## config.mk

```make
export PLATFORM = sky130hd
export DESIGN_NAME = tiny_cpu
export DESIGN_NICKNAME = d
export VERILOG_FILES = /design/src/rtl/tiny_cpu.sv
export SDC_FILE = /design/constraint.sdc
export NUM_CORES = 1
export LEC_CHECK = 0
export CAP_MARGIN = 40
export CORE_MARGIN = 3
export CORE_UTILIZATION = 45
export DETAILED_ROUTE_END_ITERATION = 6
export PLACE_DENSITY = 0.72
export SLEW_MARGIN = 20
export SYNTH_ARGS = -nofsm -noshare
export SYNTH_HDL_FRONTEND = slang
export SYNTH_SLANG_ARGS = --single-unit
export TNS_END_PERCENT = 1
```

## constraint.sdc

```tcl
create_clock -name Clk -period 5.5 [get_ports Clk]
set_input_delay 1.65 -clock Clk [delete_from_list [all_inputs] [get_ports Clk]]
set_output_delay 1.65 -clock Clk [all_outputs]
set_load 0.005 [all_outputs]
```

## src/rtl/tiny_cpu.sv

```systemverilog
// tiny_cpu: single-cycle 8-bit accumulator datapath (A, B, Result) executing one 12-bit instruction per clock.
// Define TINY_CPU_EXT_OPS_EN to enable SUB/SHL/AND/OR/NOT/MVA; otherwise those opcodes behave as NOP.
module tiny_cpu (
  input  logic        Clk,
  input  logic        Rst_n,
  input  logic [11:0] In,
  output logic [7:0]  Result,
  output logic [7:0]  RegA,
  output logic [7:0]  RegB
);

  localparam logic [3:0] OP_CLR = 4'b0000;
  localparam logic [3:0] OP_LDA = 4'b0001;
  localparam logic [3:0] OP_LDB = 4'b0010;
  localparam logic [3:0] OP_MVB = 4'b0011;
  localparam logic [3:0] OP_ADD = 4'b0100;
  localparam logic [3:0] OP_SHR = 4'b0110;
  localparam logic [3:0] OP_XOR = 4'b1001;
  localparam logic [3:0] OP_CMP = 4'b1011;
`ifdef TINY_CPU_EXT_OPS_EN
  localparam logic [3:0] OP_SUB = 4'b0101;
  localparam logic [3:0] OP_SHL = 4'b0111;
  localparam logic [3:0] OP_AND = 4'b1000;
  localparam logic [3:0] OP_OR  = 4'b1010;
  localparam logic [3:0] OP_NOT = 4'b1100;
  localparam logic [3:0] OP_MVA = 4'b1101;
`endif

  logic [3:0] opcode;
  logic [7:0] imm;
  logic [7:0] reg_a, reg_b, res;
  logic [7:0] a_nxt, b_nxt, r_nxt;

  assign opcode = In[11:8];
  assign imm    = In[7:0];

  always_comb begin
    a_nxt = reg_a;
    b_nxt = reg_b;
    r_nxt = res;
    case (opcode)
      OP_CLR: begin
        a_nxt = 8'h00;
        b_nxt = 8'h00;
        r_nxt = 8'h00;
      end
      OP_LDA: a_nxt = imm;
      OP_LDB: b_nxt = imm;
      OP_MVB: b_nxt = res;
      OP_ADD: r_nxt = reg_a + reg_b;
      OP_SHR: r_nxt = {1'b0, reg_a[7:1]};
      OP_XOR: r_nxt = reg_a ^ reg_b;
      OP_CMP: begin
        if (reg_a == reg_b)     r_nxt = 8'h01;
        else if (reg_a > reg_b) r_nxt = 8'h02;
        else                    r_nxt = 8'h04;
      end
`ifdef TINY_CPU_EXT_OPS_EN
      OP_SUB: r_nxt = reg_a - reg_b;
      OP_SHL: r_nxt = {reg_a[6:0], 1'b0};
      OP_AND: r_nxt = reg_a & reg_b;
      OP_OR:  r_nxt = reg_a | reg_b;
      OP_NOT: r_nxt = ~reg_a;
      OP_MVA: a_nxt = res;
`endif
      default: ;
    endcase
  end

  always_ff @(posedge Clk or negedge Rst_n) begin
    if (!Rst_n) begin
      reg_a <= 8'h00;
      reg_b <= 8'h00;
      res   <= 8'h00;
    end else begin
      reg_a <= a_nxt;
      reg_b <= b_nxt;
      res   <= r_nxt;
    end
  end

  assign RegA   = reg_a;
  assign RegB   = reg_b;
  assign Result = res;

endmodule

```

* Word-level counts from Yosys, hierarchy flattened
Cells that the tools add are included.
** Word-level totals
- Register bits :: 24
- Bits in latches :: 0
- Memory bits (writable) :: 0
- ROM bits :: 0
- Bits of input ports :: 14
- Logic and storage cells :: 23
- Memories kept :: 0
** Operators by class
- Add/subtract/negate cells :: 1
- $mul :: 0
- Divide/modulo/power cells :: 0
- Order comparisons :: 1
- Equal/unequal tests :: 8
- Shift operators :: 0
- Muxes and demuxes :: 5
- Bitwise operators :: 1
- Reductions and logical operators :: 4
** Operator list (count)
- $pmux 8 s5 :: 1
- $pmux 8 s3 :: 1
- $pmux 8 s2 :: 1
- $add 8x8->8 :: 1
- $eq 4x2->1 const B :: 2
- $eq 4x3->1 const B :: 2
- $eq 4x4->1 const B :: 2
- $eq 8x8->1 :: 1
- $gt 8x8->1 :: 1
- $xor 8x8->8 :: 1
- $mux 3 :: 2
- $reduce_bool 5->1 :: 1
- $eq 4x1->1 const B :: 1
- $logic_not 4->1 :: 1
- $reduce_bool 3->1 :: 1
- $reduce_bool 2->1 :: 1

* Logic depth before layout (Yosys ltp)
- Word-level depth :: 4
- Gate-level depth with buffers :: 8

* Worst setup path before layout
Ideal clock, no wire load.
- Path type :: input-to-reg
- From :: input In[11]
- To :: register res[5] (netlist: Result[5])
- Setup time :: 0.069 ns
- Arrival time :: 2.769 ns
- Required time :: 5.431 ns
- Path slack :: 2.662 ns
- Cell stages on the path :: 5
- Path through :: or3b_1 > buf_6 > nor2_8 > or4b_1 > nand3_1
** Between the ends
- Word-level cells in the longest chain between the ends :: 2
- Elaborated cells between the ends (all ways) :: 7
- Classes of those cells :: 4 x eq/ne; 1 x mux; 2 x reduce/logical
** RTL lines
- start, declared :: RTL line 6 : input logic [11:0] In,
- $eq 4x4->1, or another cell as far along :: RTL line 41 : case (opcode)
- $pmux 8 s5 / $reduce_bool 5->1 (equally long branches)
- end signal, assigned :: RTL line 78 : res <= r_nxt;
- end, declared :: RTL line 31 : logic [7:0] reg_a, reg_b, res;
Parallel ways exist; a longest one is shown, timed or not.
A chain may end at the register's enable or synchronous reset.

* Worst setup path in the final report
- From :: input In[8]
- To :: register res[7] (netlist: Result[7])
The elaborated chain is that of the path after synthesis.

==> flow_summary_export.csv <==
group,metric,value,unit
routing,drtIter0Drc,117,
synth,ys_warn_count,0,
synth,synth_nets,234,
routing,routedWlPerCell,15.6,µm
global_route,grt_pass1_vias,1496,
sta,setup_viol,0,
synth,ys_seq_area_share,34.4,%
routing,vias,1624,
sta,hold_viol_final,0,
global_route,antenna_found_initial,0,
cells_and_area,final_cell_mix,"clkdlybuf4s50_1, nand2_1, dfrtp_1, o21ai_0, inv_1",
routing,met3_length,316,µm
synth,synth_top_family_by_area,"compound AO/OA/AOI/OAI gates",
synth,synth_edf_count,0,
cells_and_area,final_net_count,267,
synth,muxShareOfSynthArea,1.72,%
sta,clock.fmax,293,MHz
cells_and_area,final_common_cell,"clkdlybuf4s50_1",
sta,period_share,62.1,%
die,io_pins,38,
synth,synth-simple-area-share,19.6,%
cells_and_area,area_growth,26.4,%
die,rows,22,
power,total_power,705,µW
synth,synthFlopType,"dfrtp_1",
clock_network,cts_buffer_depth,2,
setup_path,r2r_cells,7,
setup_path,crit_slowest_cell,"clkdlybuf4s50_1",
placement,dp.final_hpwl,3380,µm
setup_path,endpoint_kind,"flip-flop",
sta,rsz0062_at_grt,"false",
power,p_per_area,319,nW/µm²
clock_network,postCtsHoldBufs,0,
setup_path,critical_path_class,"input pin to flip-flop",
worst_hold_path,hold-path-cell-count,2,
clock_network,cts_buffers,3,
clock_network,cts_setup_buffers,0,
global_route,grt_pass1_wl,7110,µm
clock_network,htreeDepth,1,
routing,drtAntennaViolNets,0,
die,die_h,68.3,µm
global_route,grt-ovfl-total,0,
synth,async_flop_share,100,%
setup_path,start_kind,"input pin",
cells_and_area,fin_cells,284,
cells_and_area,n_fill_cell,351,
synth,ys_ff_latch,24,
clock_network,cts_resized,0,
synth,syn_area_per_cell,8.56,µm²
routing,dr.pass1.iters,4,
setup_path,crit_required,5660,ps
routing,topRoutingLayerUsed,"met4",
die,die_x,68.3,µm
sta,worst_slew_pin_slew,766,ps
routing,wirelength,4440,µm
cells_and_area,antennaDiodeCount,0,
clock_network,path_clk_slew,90,ps
sta,drv_slew,0,
clock_network,root_buffer,"clkbuf_8",
synth,synth_xor_area_share,1.50,%
global_route,globalRouteTotalUtil,20.3,%
clock_network,cts_tree,"built",
synth,synthesis.area,1750,µm²
cells_and_area,layout-drive-gt1-share,5.08,%
global_route,grt_start_max_net_pins,30,
setup_path,crit_path_cell_trace,"clkdlybuf4s50_1, buf_8, nand3b_1, o31a_1, a22o_1, or3b_1",
synth,synth-compound-area-share,23.8,%
placement,io_buffer_count,37,
synth,synth_fa_ha_area_share,11.9,%
routing,met2WireLength,1930,µm
clock_network,insertion_delay,270,ps
setup_path,slowest_delay,530,ps
run,cap_violations,0,
die,fp.coreArea,3690,µm²
sta,final.setup.tns,0,ps
placement,dpl.cell_count,279,
routing,drt-met1-wl,2150,µm
clock_network,cts.sinks,24,
sta,min_period,3410,ps
sta,relSlewSlack,47.6,%
synth,synth_cells,204,
worst_hold_path,holdCritPathClass,"flip-flop to flip-flop",
routing,drc,0,
setup_path,crit_fanout,22,
placement,place.gp.congestion,0.958,
power,power.leakage,0.000973,µW
sta,fin_skew,1.89,ps
power,ir_worst_vdd,180,µV
die,dieArea,4660,µm²
status,status,"complete, no violations",
synth,synth_cell_type_count,46,
routing,via_per_inst,5.72,
setup_path,crit_arrival,3580,ps
die,start_util,47.4,%
cells by family (layout without fill, tap and decap cells):
family                   count (synthesis)  after routing
AND/OR/NAND/NOR                         68             68
AO/OA/AOI/OAI                           61             61
buffers and inverters                   29             61
adder cells (fa/ha/maj)                 16             16
XOR/XNOR                                 3              3
flip-flops                              24             24
multiplexers                             3              3
worst paths after layout:
check / startpoint / to / slack [ps]
max: In[8] / Result[7] / 2090
min: RegB[7] / RegB[7] / 540
max reg2reg: RegB[1] / Result[1] / 3200
min reg2reg: RegB[7] / RegB[7] / 540
max in group asynchronous: Rst_n / RegB[3] / 3790
min in group asynchronous: Rst_n / Result[5] / 1340
worst max-delay path, delay by kind of cell:
kind | cells | cell delay (ps)
AOI/OAI and AO/OA | 2 | 540
buffers and inverters | 2 | 730
and+or+nand+nor | 2 | 650
state kept, by name (all words and copies together) (netlist names):
signal  cells
RegA        8
RegB        8
Result      8
power by group:
part / switching, µW / total (µW) / leakage, µW / internal (µW)
clock network: 63.0 / 160 / 0.0000357 / 97.5
logic: 135 / 285 / 0.000626 / 149
registers: 47.4 / 260 / 0.000311 / 213
routing by layer:
| layer | vias up | track usage [%] |
|---|---|---|
| met2 | 59 | 30.8 |
| li1 | 803 | - |
| met4 | 0 | 4.22 |
| met1 | 757 | 29.7 |
| met3 | 5 | 3.94 |
| met5 | - | 0 |
synthesized netlist by cell type, types with 2 or more instances:
library cell	instances	area [µm²]
xnor2_1	2	17.5
mux2i_1	3	30.0
nor3b_1	2	15.0
nand2_1	28	105
nand4_1	2	12.5
nor2_1	10	37.5
o21ai_0	24	120
or2_2	2	12.5
clkbuf_1	7	26.3
a222oi_1	5	50.1
o311ai_0	2	17.5
a21oi_1	9	45.0
nor4_1	2	12.5
dfrtp_1	24	601
buf_6	2	22.5
nor3_1	4	20.0
o211ai_1	4	30.0
ha_1	15	188
or3b_1	2	17.5
nand3_1	8	40.0
inv_1	17	63.8
o32ai_1	3	26.3
nor2b_1	2	12.5
a21o_1	2	15.0
a221o_2	2	22.5
cell type report:
class | count | area [µm²] | area share, %
Timing Repair Buffer | 39 | 388 | 17.6
Multi-Input combinational cell | 151 | 1020 | 46.2
Inverter | 18 | 67.6 | 3.06
Tap cell | 48 | 60.1 | 2.72
Sequential cell | 24 | 601 | 27.2
Clock buffer | 3 | 41.3 | 1.87
Clock inverter | 1 | 30.0 | 1.36
metrics by stage:
stage / hold slack [ps] / utilization [%] / setup WS [ps] / area, µm²
2_1_floorplan: 503 / - / 2660 / 1750
3_3_place_gp: 517 / 57.7 / 1280 / 2130
3_5_place_dp: 505 / 57.5 / 1260 / 2120
4_1_cts: 530 / 59.5 / 1550 / 2190
5_1_grt: 557 / 59.9 / 1950 / 2210
6_report: 538 / 59.9 / 2090 / 2210
No activity file was read; power rests on OpenSTA's default activity.
